===== src/rtl/cpu_run_controller_pkg.sv =====
// cpu_ctrl_defs: shared state encoding for the CPU run controller
package cpu_ctrl_defs;

    localparam int STATE_W = 2;

    typedef enum logic [STATE_W-1:0] {
        S_IDLE  = 2'd0,
        S_STEP  = 2'd1,
        S_RUN   = 2'd2,
        S_BREAK = 2'd3
    } state_t;

endpackage


===== src/rtl/cpu_run_controller_btn_debounce.sv =====
// btn_debounce: 2-FF synchronizer, stability-counter debounce and one-cycle rising-edge pulse
module btn_debounce #(
    parameter int DEBOUNCE_CYCLES = 1_000_000
) (
    input  logic Clk,
    input  logic Reset,
    input  logic BtnIn,
    output logic Pulse
);

    localparam int CW = $clog2(DEBOUNCE_CYCLES + 1);

    logic          sync_1;
    logic          sync_2;
    logic          level;
    logic          level_q;
    logic [CW-1:0] cnt;

    // Accept a new level only after the synced input has differed from it for DEBOUNCE_CYCLES straight cycles
    always_ff @(posedge Clk) begin
        if (Reset) begin
            sync_1  <= 1'b0;
            sync_2  <= 1'b0;
            level   <= 1'b0;
            level_q <= 1'b0;
            Pulse   <= 1'b0;
            cnt     <= '0;
        end else begin
            sync_1  <= BtnIn;
            sync_2  <= sync_1;
            level_q <= level;
            Pulse   <= level & ~level_q;
            if (sync_2 == level) begin
                cnt <= '0;
            end else if (cnt == CW'(DEBOUNCE_CYCLES - 1)) begin
                level <= sync_2;
                cnt   <= '0;
            end else begin
                cnt <= cnt + 1'b1;
            end
        end
    end

endmodule


===== src/rtl/cpu_run_controller.sv =====
// cpu_run_controller: generates the core clock-enable in halted, single-step and free-run modes with a PC breakpoint
module cpu_run_controller
    import cpu_ctrl_defs::*;
#(
    parameter int DEBOUNCE_CYCLES = 1_000_000,
    parameter int RUN_DIV         = 50_000_000,
    parameter int CNT_W           = 32
) (
    input  logic               Clk,
    input  logic               Reset,
    input  logic               StepBtn,
    input  logic               RunSw,
    input  logic               BreakEn,
    input  logic [31:0]        BreakAddr,
    input  logic [31:0]        PCIn,
    output logic               CpuEn,
    output logic               Halted,
    output logic               BreakHit,
    output logic [CNT_W-1:0]   CycleCount,
    output logic [STATE_W-1:0] State
);

    localparam int DIV_W = $clog2(RUN_DIV) + 1;

    state_t           state;
    state_t           next_state;
    logic             run_sync_1;
    logic             run_req;
    logic             step_req;
    logic [DIV_W-1:0] div;
    logic             term;
    logic             brk_match;
    logic             run_fire;
    logic             en_next;

    btn_debounce #(
        .DEBOUNCE_CYCLES(DEBOUNCE_CYCLES)
    ) u_step_debounce (
        .Clk   (Clk),
        .Reset (Reset),
        .BtnIn (StepBtn),
        .Pulse (step_req)
    );

    assign term      = div == DIV_W'(RUN_DIV - 1);
    assign brk_match = BreakEn && (PCIn == BreakAddr);
    assign en_next   = (next_state == S_STEP) || run_fire;

    // Next state and the RUN-mode pulse decision; RunSw low always wins, breakpoint only checked at terminal count
    always_comb begin
        next_state = state;
        run_fire   = 1'b0;
        case (state)
            S_IDLE:  next_state = run_req ? S_RUN : step_req ? S_STEP : S_IDLE;
            S_STEP:  next_state = S_IDLE;
            S_RUN: begin
                next_state = !run_req ? S_IDLE : (term && brk_match) ? S_BREAK : S_RUN;
                run_fire   = run_req && term && !brk_match;
            end
            S_BREAK: next_state = !run_req ? S_IDLE : step_req ? S_STEP : S_BREAK;
            default: next_state = S_IDLE;
        endcase
    end

    // State register, registered enable, rate divider (runs only while staying in RUN) and executed-cycle counter
    always_ff @(posedge Clk) begin
        if (Reset) begin
            run_sync_1 <= 1'b0;
            run_req    <= 1'b0;
            state      <= S_IDLE;
            CpuEn      <= 1'b0;
            CycleCount <= '0;
            div        <= '0;
        end else begin
            run_sync_1 <= RunSw;
            run_req    <= run_sync_1;
            state      <= next_state;
            CpuEn      <= en_next;
            CycleCount <= en_next ? CycleCount + 1'b1 : CycleCount;
            div        <= (state == S_RUN && next_state == S_RUN && !term) ? div + 1'b1 : '0;
        end
    end

    assign Halted   = (state == S_IDLE) || (state == S_BREAK);
    assign BreakHit = state == S_BREAK;
    assign State    = state;

endmodule


===== config.mk =====
export PLATFORM = sky130hd
export DESIGN_NAME = cpu_run_controller
export DESIGN_NICKNAME = d
export VERILOG_FILES = /design/src/rtl/cpu_run_controller_pkg.sv /design/src/rtl/cpu_run_controller_btn_debounce.sv /design/src/rtl/cpu_run_controller.sv
export SDC_FILE = /design/constraint.sdc
export NUM_CORES = 1
export LEC_CHECK = 0
export ABC_AREA = 1
export BUFFER_PORTS_ARGS = -buffer_cell sky130_fd_sc_hd__buf_2
export CAP_MARGIN = 10
export CORE_ASPECT_RATIO = 0.8
export CORE_MARGIN = 3
export CORE_UTILIZATION = 56
export DETAILED_ROUTE_END_ITERATION = 10
export GPL_ROUTABILITY_DRIVEN = 0
export HOLD_SLACK_MARGIN = 0.05
export PLACE_DENSITY_LB_ADDON = 0.3
export SLEW_MARGIN = 20
export SYNTH_ARGS = -nofsm -noshare
export SYNTH_HDL_FRONTEND = slang
export SYNTH_HIERARCHICAL = 1
export SYNTH_SLANG_ARGS = --single-unit

===== constraint.sdc =====
create_clock -name Clk -period 2.5 [get_ports Clk]
set_input_delay 0.375 -clock Clk [delete_from_list [all_inputs] [get_ports Clk]]
set_output_delay 0.375 -clock Clk [all_outputs]
set_load 0.05 [all_outputs]

[Yosys cells after proc, flatten, opt, wreduce, memory -nomap -nowiden]
Cells that the tools add are included.
Word-level totals
  register bits: 89
  input port bits: 69
  output and inout bits: 37
  word-level logic and storage cells: 50
Operators by class
  $add $sub $neg: 3
  equality and inequality tests: 9
  multiplexer cells: 8
  bitwise logic cells: 4
  reduce and logical (&&, ||, !) cells: 14
Operators with widths (count)
  adder 32 x 1 -> 32 bit, second input constant: 1
  equality test 32 bit: 1
  adder 27 x 1 -> 27 bit, second input constant: 1
  equality test 27 x 26 -> 1 bit, second input constant: 1
  adder 20 x 1 -> 20 bit, second input constant: 1
  equality test 20 bit, second input constant: 1
  two-way mux 2 bit: 4
  case mux 2 bit (4 select lines): 1
  equality test 2 bit, second input constant: 3
  logical AND 1 bit: 6
  equality test 2 x 1 -> 1 bit, second input constant: 2
  two-way mux 1 bit: 3
  inverter 1 bit: 3
  OR reduction 3 bit: 1
  logical NOT 1 bit: 2
  logical NOT 2 bit: 1
  logical OR 1 bit: 2
  AND reduction 2 bit: 1
  OR reduction 2 bit: 1
  bitwise AND 1 bit: 1
  equality test 1 bit: 1

[Longest topological paths before layout]
Gate-level depths: netlist (run 1).
  word-level depth: 11
  gate-level depth with buffers: 17
  depth with buffers taken out: 16

[Modules after synthesis]
Netlist (run 1), hierarchy kept.
Modules (own cells, without submodules)
  cpu_run_controller: times used 1, cells an instance 644, area each 4097.7 µm², seq. area each 1281.2 µm²
  btn_debounce: times used 1, cells an instance 169, area each 1243.7 µm², seq. area each 500.5 µm²

[Worst setup path before layout (run 1)]
OpenSTA, ideal clock, no wires.
  path type: flip-flop to flip-flop
  start: reg state[1] (netlist: State[1])
  end: reg div[15]
  setup time: 0.078 ns
  arrival time: 2.487 ns
  required time: 2.422 ns
  setup slack: -0.065 ns
  stages on the path, launching flop included: 12
  buffers on the path: 1
  clock period less this slack: 2.565 ns
  cell sequence: dfxtp_1 ha_1 nand2_1 o21a_1 a21oi_1 inv_1 nor2_1 nand3_1 nor2_1 inv_1 buf_2 nor3_1
Between the ends
  longest elaborated chain between the ends: 7
  elaborated cells on any way between the ends: 10
  classes of those cells: eq/ne: 4; mux: 1; bitwise: 1; reduce/logical: 4
Ends and longest elaborated chain
  start: declaration: line cpu_run_controller.sv:25  | state_t state;
  start signal: assignment: line cpu_run_controller.sv:77  | state <= next_state;
  equality test 2 bit
  net BreakHit: line cpu_run_controller.sv:18  | output logic BreakHit,
  case mux 2 bit (4 select lines): line cpu_run_controller.sv:53  | case (state)
  equality test 2 bit: line cpu_run_controller.sv:80  | div <= (state == S_RUN && next_state == S_RUN && !term) ? div + 1'b1 : '0;
  logical AND 1 bit (2 in series): line cpu_run_controller.sv:80
  inverter 1 bit (no line)
  OR reduction 2 bit (no line)
  end signal: assignment: line cpu_run_controller.sv:80
  end: declaration: line cpu_run_controller.sv:30  | logic [DIV_W-1:0] div;
The timed path passes the listed nets, and every way through them passes these cells.
A chain may end at the register's enable or synchronous reset.

[Final worst setup path (run 1)]
  start: reg CycleCount[0]
  end: reg CycleCount[31]
Between the ends
  longest elaborated chain between the ends: 1
Ends and longest elaborated chain
  start: declaration: line cpu_run_controller.sv:19  | output logic [CNT_W-1:0] CycleCount,
  start signal: assignment: line cpu_run_controller.sv:79  | CycleCount <= en_next ? CycleCount + 1'b1 : CycleCount;
  adder 32 x 1 -> 32 bit: line cpu_run_controller.sv:79
No other way between the ends.

==> results of run 1 <==
==> sequential cells by signal (all words and copies together), names as in the netlist, 2 cells and up <==
register / flops
div: 27
CycleCount: 32
u_step_debounce/cnt: 20
State: 2
==> power groups by stage <==
stage / logic [W] / clock network, W / registers (W)
after global placement: 0.000166 / 0 / 0.00146
after floorplan: 0.0000901 / 0 / 0.00146
after global routing: 0.000195 / 0.00144 / 0.00142
final: 0.000169 / 0.00134 / 0.00143
after detailed placement: 0.000169 / 0 / 0.00146
after CTS: 0.000170 / 0.00137 / 0.00142
==> area by class of cell <==
| cell class | count | area, um2 | area share, % |
|---|---|---|---|
| clock buffers | 11 | 233 | 3.72 |
| clock inverters | 5 | 63.8 | 1.02 |
| inverters | 104 | 390 | 6.25 |
| multi-input cells | 604 | 3070 | 49.2 |
| flip-flops and latches | 89 | 1780 | 28.5 |
| well taps | 115 | 144 | 2.30 |
| repair buffers | 110 | 563 | 9.01 |
==> worst reg2reg max path, delay by kind of cell, from the launching register on <==
family | cells | cell delay [ps]
and+or+nand+nor | 6 | 1040
DFF | 1 | 410
buffers and inverters | 4 | 460
xor gates and xnor gates | 1 | 140
AOI/OAI and AO/OA | 1 | 130
==> metal layers <==
metal,track usage [%],vias to the layer above
met4,7.53,0
li1,-,2778
met5,0,-
met3,4.72,28
met2,38.6,200
met1,32.0,2348
==> cells by family (layout without fill, tap and decap cells) <==
kind of cell | Yosys count | count (layout)
buffers and inverters | 120 | 230
adder cells (fa/ha/maj) | 6 | 6
AO/OA/AOI/OAI | 71 | 71
XOR/XNOR | 50 | 50
flip-flops | 89 | 89
AND/OR/NAND/NOR | 477 | 477
==> through the flow <==
| stage | std cells | hold WS [ps] | total power [W] |
|---|---|---|---|
| after global placement | 1022 | 383 | 0.00162 |
| after global routing | 1038 | 246 | 0.00305 |
| after CTS | 1038 | 226 | 0.00296 |
| after floorplan | 813 | 374 | 0.00155 |
| after detailed placement | 1022 | 383 | 0.00163 |
| final | 1038 | 234 | 0.00294 |
==> cell usage in the layout (no fill, tap or decap), types with 2 or more instances in the layout <==
cell type and count:
nand2_1 201, nor2_1 114, buf_2 105, inv_1 103, dfxtp_1 89, nand3_1 57
a21oi_1 45, xor2_1 31, nor3_1 25, nor2_2 22, xnor2_1 19, nand2_2 13
a21oi_2 12, nand4_1 12, nor4_1 10, o21ai_0 9, clkbuf_16 9, ha_1 5
buf_4 5, nand3_2 4, nor3_2 3, or2_2 3, nand2_4 3, nor3b_1 2
o22ai_1 2, clkbuf_1 2, clkinv_4 2, and2_1 2, or2_0 2
==> worst max-delay path by stage <==
stage                                from                          end  slack [ps]  cells after the start
4_1_cts                 div[0]$_SDFF_PP0_           div[14]$_SDFF_PP0_         170                     15
3_5_place_dp            div[0]$_SDFF_PP0_           div[14]$_SDFF_PP0_         220                     15
6_report       CycleCount[0]$_SDFFE_PP0P_  CycleCount[31]$_SDFFE_PP0P_         260                     12
2_1_floorplan         State[1]$_SDFF_PP0_           div[15]$_SDFF_PP0_          70                     11
3_3_place_gp            div[0]$_SDFF_PP0_           div[14]$_SDFF_PP0_         240                     15
5_1_grt                 div[0]$_SDFF_PP0_   CycleCount[8]$_SDFFE_PP0P_          20                     15
==> timing repair <==
item	4_1_cts	5_1_grt
hold buffers	0	0
hold endpoints to repair	0	0
gates resized for setup	0	1
setup endpoints to repair	0	15
==> flow_summary.ini, run 1 <==
[final_layout]
utilization_pct = 68.3
final_area_um2 = 6250
drive_above_1_share_pct = 20.4
area_growth_pct = 17.0
nNetsFinal = 993
diodes = 0
num-fill-cells = 798

[worst_setup_path]
cpMaxStageDelayCell = dfxtp_1
crit_fanout = 5
cp-end-kind = register
max_stage_delay_ps = 410
worstPathArrival_ps = 2510
criticalPathCategory = reg -> reg
crit_family = simple AND/OR/NAND/NOR gates
crit_chain = inv_1 -> nor3_2 -> inv_1 -> nor2_1 -> inv_1 -> nor2_1 -> inv_1 -> nor2_1 -> nand2_1 -> xnor2_1 -> nand2_1 -> a21oi_1
worstPathRequired_ps = 2770
r2r-end = CycleCount[31]$_SDFFE_PP0P_
crit_top_cell = inv_1
r2r_cells = 12
timing.critical_path.buf_inv = 4
start_kind = register
r2r_start = CycleCount[0]$_SDFFE_PP0P_
regToRegSetupSlack_ps = 260

[yosys]
ys_warn_count = 6
muxShareOfSynthArea_pct = 0
syn_nets = 888
ys_ff_latch = 89
synth-xor-area-share_pct = 8.20
yosys.area_share.adder_pct = 1.41
synthArstFlopShare_pct = 0
ys.flop_type = dfxtp_1
yosys.area_share.simple_pct = 40.1
synth.most_common_cell = nand2_1
synth_edf_count = 0
synth_top_family_by_area = simple AND/OR/NAND/NOR gates
yosysSeqAreaShare_pct = 33.4
synth_area_um2 = 5340
synth.top_cell.area_share_pct = 33.4
yosys-top-cells-count = 201 x nand2_1, 115 x nor2_1, 103 x inv_1
synth_area_leader_cell = dfxtp_1
synth.area.top_cells = dfxtp_1 33%, nand2_1 14%, nor2_1 8.1%, inv_1 7.2%, nand3_1 5.3%
syn_inst = 813
synth_compound_area_share_pct = 7.68
synth_area_per_cell_um2 = 6.57
synth_cell_types = 37

[placement]
port_buffers = 105
placed_cell_area_um2 = 5950
hpwlAfterDp_um = 9430
dpl_worst_slack_ps = 218

[global_routing]
antenna_found_initial = 0
grt_max_degree = 36
grt_usage_pct = 23.9
grt_pass1_wl_um = 21300
grt-ovfl-total = 0
grt_pass1_vias = 4882

[floorplanning]
dieArea_um2 = 10800
rows = 31
fp.dieW_um = 115
start_util_pct = 58.4
die_h_um = 93.4
core_area_um2 = 9150
io_pins = 106

[power]
switchingPower_w = 0.000655
powerDensity_nw_per_um2 = 470
vdd_ir_drop_max_uv = 326
p_seq_share_pct = 48.5
p_clk_share_pct = 45.7
leakagePower_nw = 2.62
switching_share_pct = 22.3
comb_power_share_pct = 5.8
intPower_w = 0.00228

[drt]
routed_wl_um = 12500
m1WireLength_um = 5820
drt-pass1-iter-count = 5
drt_first_iter_violations = 364
wl_per_cell_um = 12.0
vias = 5354
drc = 0
dr_wl_met2_um = 5520
dr_wl_met3_um = 922
antenna_left = 0
via_per_inst = 5.16
maxUsedRoutingLayer = met4

[clock_tree]
clk_latency_ps = 340
cts_buffers = 9
cts.sinks = 89
cts_setup_buffers = 0
h-tree-depth = 3
tritoncts = done
clk_path_buf_depth = 2
cts_root_buf = clkbuf_16
clkTransAtPathRegs_ps = 70

[hold_path]
holdCritStartpoint = RunSw
whs_path_depth = 3
whs_endpoint = run_sync_1$_SDFF_PP0_
hold_path_class = in -> reg

[timing]
fin_skew_ps = 9.23
finalCritPeriodShare_pct = 89.5
hold_violations = 0
relSlewSlack_pct = 67.0
final-setup-viol-count = 0
tightestPinTransition_ps = 491
tns_ps = 0
rsz0062_at_grt = no
finalCriticalPeriod_ps = 2240
slew_violations = 0
fmax_mhz = 447
worst_slack_ps = 262

[job]
cap_violations = 0

[outcome]
outcome = complete, no violations
Power figures use the tool's default switching activity.
==> inputs of run 2 (changes only) <==
--- a/config.mk
+++ b/config.mk
@@ -6,10 +6,9 @@
 export NUM_CORES = 1
 export LEC_CHECK = 0
-export ABC_AREA = 1
 export BUFFER_PORTS_ARGS = -buffer_cell sky130_fd_sc_hd__buf_2
 export CAP_MARGIN = 10
 export CORE_ASPECT_RATIO = 0.8
 export CORE_MARGIN = 3
-export CORE_UTILIZATION = 56
+export CORE_UTILIZATION = 55
 export DETAILED_ROUTE_END_ITERATION = 10
 export GPL_ROUTABILITY_DRIVEN = 0
==> constraint.sdc (replaced) <==
create_clock -name Clk -period 2.5 [get_ports Clk]
set_input_delay 0.125 -clock Clk [delete_from_list [all_inputs] [get_ports Clk]]
set_output_delay 0.125 -clock Clk [all_outputs]
set_load 0.05 [all_outputs]
==> run 2 against run 1 <==
Effect of this change: sequential power is essentially flat; final cell count shrank 25%; first-iteration DRC count shrank 9.3%; fmax shrank 5.1%; power shrank 16%; synthesized cell count shrank 32%; largest cell class unchanged; register-to-register slack lost 120 ps.
==> flow_summary.ini, run 2 <==
[yosys]
synth_area_um2 = 4870
synthArstFlopShare_pct = 0
synth.area.top_cells = dfxtp_1 37%, xnor2_1 6.5%, xor2_1 5.8%, nor2_1 5.6%, mux2_2 4.6%
synth_cell_types = 56
yosys-top-cells-count = 89 x dfxtp_1, 73 x nor2_1, 36 x xnor2_1
synth.top_cell.area_share_pct = 36.6
ys_ff_latch = 89
ys.flop_type = dfxtp_1
synth_area_per_cell_um2 = 8.86
synth.most_common_cell = dfxtp_1
syn_inst = 550
ys_warn_count = 6
syn_nets = 625
yosysSeqAreaShare_pct = 36.6
synth_edf_count = 0
synth_area_leader_cell = dfxtp_1

[drt]
dr_wl_met2_um = 5330
maxUsedRoutingLayer = met4
dr_wl_met3_um = 592
wl_per_cell_um = 14.1
antenna_left = 0
vias = 4445
routed_wl_um = 11100
drc = 0
m1WireLength_um = 5030
drt-pass1-iter-count = 5
via_per_inst = 5.68
drt_first_iter_violations = 330

[worst_setup_path]
worstPathRequired_ps = 2780
cp-end-kind = register
r2r_start = div[7]$_SDFF_PP0_
startpoint = div[7]$_SDFF_PP0_
crit_fanout = 16
criticalPathCategory = reg -> reg
worstPathArrival_ps = 2640
r2r_cells = 6
start_kind = register

[clock_tree]
tritoncts = done
cts.sinks = 89
clk_latency_ps = 350
clk_path_buf_depth = 2
h-tree-depth = 3
cts_root_buf = clkbuf_8
cts_buffers = 9
clkTransAtPathRegs_ps = 90

[global_routing]
grt_usage_pct = 21.2
grt-ovfl-total = 0
antenna_found_initial = 0
grt_pass1_wl_um = 18300
grt_pass1_vias = 4080
grt_max_degree = 39

[timing]
slew_violations = 0
tightestPinTransition_ps = 693
hold_violations = 0
relSlewSlack_pct = 53.8
fmax_mhz = 424
fin_skew_ps = 7.88
worst_slack_ps = 142
finalCritPeriodShare_pct = 94.3
final-setup-viol-count = 0
finalCriticalPeriod_ps = 2360

[floorplanning]
core_area_um2 = 8560
dieArea_um2 = 10000
rows = 30
io_pins = 106
fp.dieW_um = 111
start_util_pct = 56.9
die_h_um = 90.2

[power]
powerDensity_nw_per_um2 = 429
leakagePower_nw = 2.15
vdd_ir_drop_max_uv = 325
finalPower_w = 0.00248

[job]
cap_violations = 0

[final_layout]
drive_above_1_share_pct = 27.3
area_growth_pct = 18.6
nNetsFinal = 741
utilization_pct = 67.5
layout_common_cells = 105 x buf_2, 87 x dfxtp_1, 73 x nor2_1, 36 x xnor2_1, 33 x a21oi_1
ff_latch_area_um2 = 1780
multi_input_area_um2 = 2970
largest_register = CycleCount
layout_commonest_cell = buf_2
num-fill-cells = 702
diodes = 0
largest_reg_flops = 32
top_regs = CycleCount: 32 flops, div: 27 flops, u_step_debounce/cnt: 20 flops

[placement]
port_buffers = 105
hpwlAfterDp_um = 8230
dpl_worst_slack_ps = 110

[hold_path]
hold_path_class = in -> reg
holdCritStartpoint = Reset
whs_path_depth = 2

[outcome]
outcome = complete, no violations
[run 2: changes by cell type after synthesis, moves of 13 or more]
cell,delta
mux2_2,+20
nand2_2,-13
inv_1,-88
nor2_1,-42
nor2_2,-21
nand3_1,-36
nor2b_1,+27
nor3_1,-14
nand4_1,+17
nand2_1,-174
xnor2_1,+17
[run 2: kinds of logic (layout without fill, tap and decap cells)]
| group | count (synthesis) | after routing | share of synthesized area (%) |
|---|---|---|---|
| AND/OR/NAND/NOR | 264 | 264 | 32.2 |
| flip-flops | 89 | 89 | 36.6 |
| XOR/XNOR | 68 | 68 | 12.2 |
| AO/OA/AOI/OAI | 66 | 66 | 8.78 |
| buffers and inverters | 31 | 152 | 2.75 |
| multiplexers | 26 | 26 | 5.91 |
| adder cells (fa/ha/maj) | 6 | 6 | 1.54 |
[run 2: cell type report]
| class | count | share of cell area (%) |
|---|---|---|
| clock buffers | 10 | 2.38 |
| clock inverters | 6 | 0.736 |
| inverters | 15 | 0.974 |
| multi-input cells | 430 | 51.4 |
| flip-flops and latches | 89 | 30.9 |
| well taps | 112 | 2.42 |
| repair buffers | 121 | 11.3 |
[run 2: final timing paths]
kind,end,slack [ps]
hold reg to reg,u_step_debounce/Pulse$_SDFF_PP0_,400
setup reg to reg,CycleCount[15]$_SDFFE_PP0P_,140
hold / removal,u_step_debounce/sync_2$_SDFF_PP0_,310
setup / recovery,CycleCount[15]$_SDFFE_PP0P_,140
[run 2: timing repair]
action	CTS	global route
resized for setup	0	2
hold buffers	2	0
setup endpoints to repair	0	15
endpoints found under the hold margin	2	0
buffers inserted	0	0
[run 2: report_power, final]
group	total (W)	internal, W	switching (W)
Combinational	0.000163	0.0000827	0.0000802
Sequential	0.00142	0.00142	0.00000292
Clock	0.000893	0.000390	0.000503
Total	0.00248	0.00189	0.000586
[run 2: worst max-delay path, cell delays in order (launching register included)]
cell and delay [ps]:
dfxtp_1 400, nor4b_1 450, nand4_1 210, nor4_4 290
o21ai_2 250, or4_1 550, a21oi_1 150
[run 2: through the flow]
step                TNS, ps  std cells  hold slack [ps]  area (um2)
floorplan                 0        550              197        4880
global route          -31.9        783              332        5780
CTS                       0        783              291        5770
finish                    0        783              313        5780
detailed placement        0        765              337        5570
global placement          0        765              341        5570
[run 2: layer usage]
layer	up-vias	track usage (%)
li1	2214	-
met2	138	35.7
met3	16	4.64
met5	-	0
met4	0	5.07
met1	2077	27.9
==> inputs of run 3 (changes only) <==
CORE_UTILIZATION = 45   (was 55)
REMOVE_ABC_BUFFERS = 1   (was default)
SLEW_MARGIN = default   (was 20)
==> run 3 against run 2 <==
Effect of this change: via count shrank 1.3%; count of clock-buffer cells in the layout grew 1; first-iteration DRC count shrank 40%; critical path depth grew 1; sequential power is essentially flat; die area grew 21%; combinational power is essentially flat; core utilization shrank 9.9 points.
==> flow_summary.ini, run 3 (synthesis gave the netlist of run 2 again) <==
[outcome]
outcome = complete, no violations

[timing]
tightestPinTransition_ps = 562
slew_violations = 0
final-setup-viol-count = 0
fin_skew_ps = 8.48
finalCritPeriodShare_pct = 93.6
hold_violations = 0
finalCriticalPeriod_ps = 2340
relSlewSlack_pct = 62.5
fmax_mhz = 427

[hold_path]
hold_path_class = in -> reg

[drt]
wl_per_cell_um = 14.0
antenna_left = 0
via_per_inst = 5.38
routed_wl_um = 11500
drt_first_iter_violations = 199
drt-pass1-iter-count = 4
drc = 0
vias = 4387

[final_layout]
layout.cells.non_filler = 816
nNetsFinal = 746
largest_reg_flops = 32
layout_commonest_cell = buf_2
final_area_um2 = 6000
top_regs = CycleCount: 32 flops, div: 27 flops, u_step_debounce/cnt: 20 flops
diodes = 0
area_growth_pct = 23.2
layout_common_cells = 105 x buf_2, 89 x dfxtp_1, 73 x nor2_1, 36 x xnor2_1, 33 x a21oi_1
largest_register = CycleCount
drive_above_1_share_pct = 27.1

[worst_setup_path]
cp-end-kind = register
crit_fanout = 8
worstPathArrival_ps = 2570
criticalPathCategory = reg -> reg
worstPathRequired_ps = 2730
start_kind = register

[clock_tree]
h-tree-depth = 3
clk_latency_ps = 340
tritoncts = done
cts_buffers = 9
cts_setup_buffers = 0
clk_path_buf_depth = 2
cts_root_buf = clkbuf_16
cts.sinks = 89
clkTransAtPathRegs_ps = 60

[floorplanning]
dieArea_um2 = 12100
fp.dieW_um = 122
die_h_um = 99.1
core_area_um2 = 10400
start_util_pct = 46.8
io_pins = 106
rows = 33

[global_routing]
top_usage_layer = met2
grt-ovfl-total = 0
grt_pass1_wl_um = 19000
met2_usage_pct = 31.1
antenna_found_initial = 0
grt_pass1_vias = 4207
grt_max_degree = 26
use_met1_pct = 25.1
grt_usage_pct = 19.1
met3_usage_pct = 4.48

[placement]
port_buffers = 105
placed_cell_area_um2 = 5640
hpwlAfterDp_um = 8570
dp_cells = 798

[job]
cap_violations = 0

[power]
leakagePower_nw = 2.24
powerDensity_nw_per_um2 = 518
vdd_ir_drop_max_uv = 345
==> run 3: per-layer routing <==
layer / vias up / routed length [um]
li1: 2221 / -
met1: 2055 / 5270
met2: 98 / 5460
met3: 13 / 602
met4: 0 / 135
met5: - / 0
==> run 3: layout make-up <==
| class | count | area (um2) |
|---|---|---|
| Timing Repair Buffer | 126 | 688 |
| Sequential cell | 89 | 1780 |
| Inverter | 15 | 56.3 |
| Clock buffer | 11 | 233 |
| Tap cell | 140 | 175 |
| Fill cell | 956 | 4400 |
| Clock inverter | 5 | 104 |
| Multi-Input combinational cell | 430 | 2960 |
==> run 3: stage by stage <==
stage	util [%]	hold WS [ps]	setup slack [ps]	TNS (ps)	power, W
global placement	54.2	339	298	0	0.00161
global route	57.7	275	-1.65	-1.65	0.00322
detailed placement	54.2	340	177	0	0.00162
finish	57.7	223	160	0	0.00311
floorplan	-	194	-294	-5730	0.00153
CTS	57.6	212	157	0	0.00315
==> run 3: report_power, final <==
group / internal (W) / switching, W
Clock: 0.000977 / 0.000544
Combinational: 0.0000826 / 0.0000802
Sequential: 0.00142 / 0.00000256
==> run 3: worst paths after layout <==
check	start	end	slack [ps]	depth (start not counted)
worst max register to register	div[3]$_SDFF_PP0_	CycleCount[25]$_SDFFE_PP0P_	160	7
worst max-delay path	div[3]$_SDFF_PP0_	CycleCount[25]$_SDFFE_PP0P_	160	7
worst min register to register	u_step_debounce/level_q$_SDFF_PP0_	u_step_debounce/Pulse$_SDFF_PP0_	390	1
worst min-delay path	Reset	State[0]$_SDFF_PP0_	220	2
==> run 3: critical path, stage by stage, from the launching register on <==
cell       delay, ps
dfxtp_1          380
and4_4           290
nand3_4          140
nor4_4           420
o2111ai_1        230
buf_4            220
a21boi_0         210
mux2_2           360
==> run 3: what timing repair did <==
| item | in CTS | in global routing |
|---|---|---|
| setup endpoints to repair | 0 | 1 |
| resized for setup | 0 | 1 |
| hold buffers | 2 | 0 |
| hold endpoints to repair | 2 | 0 |
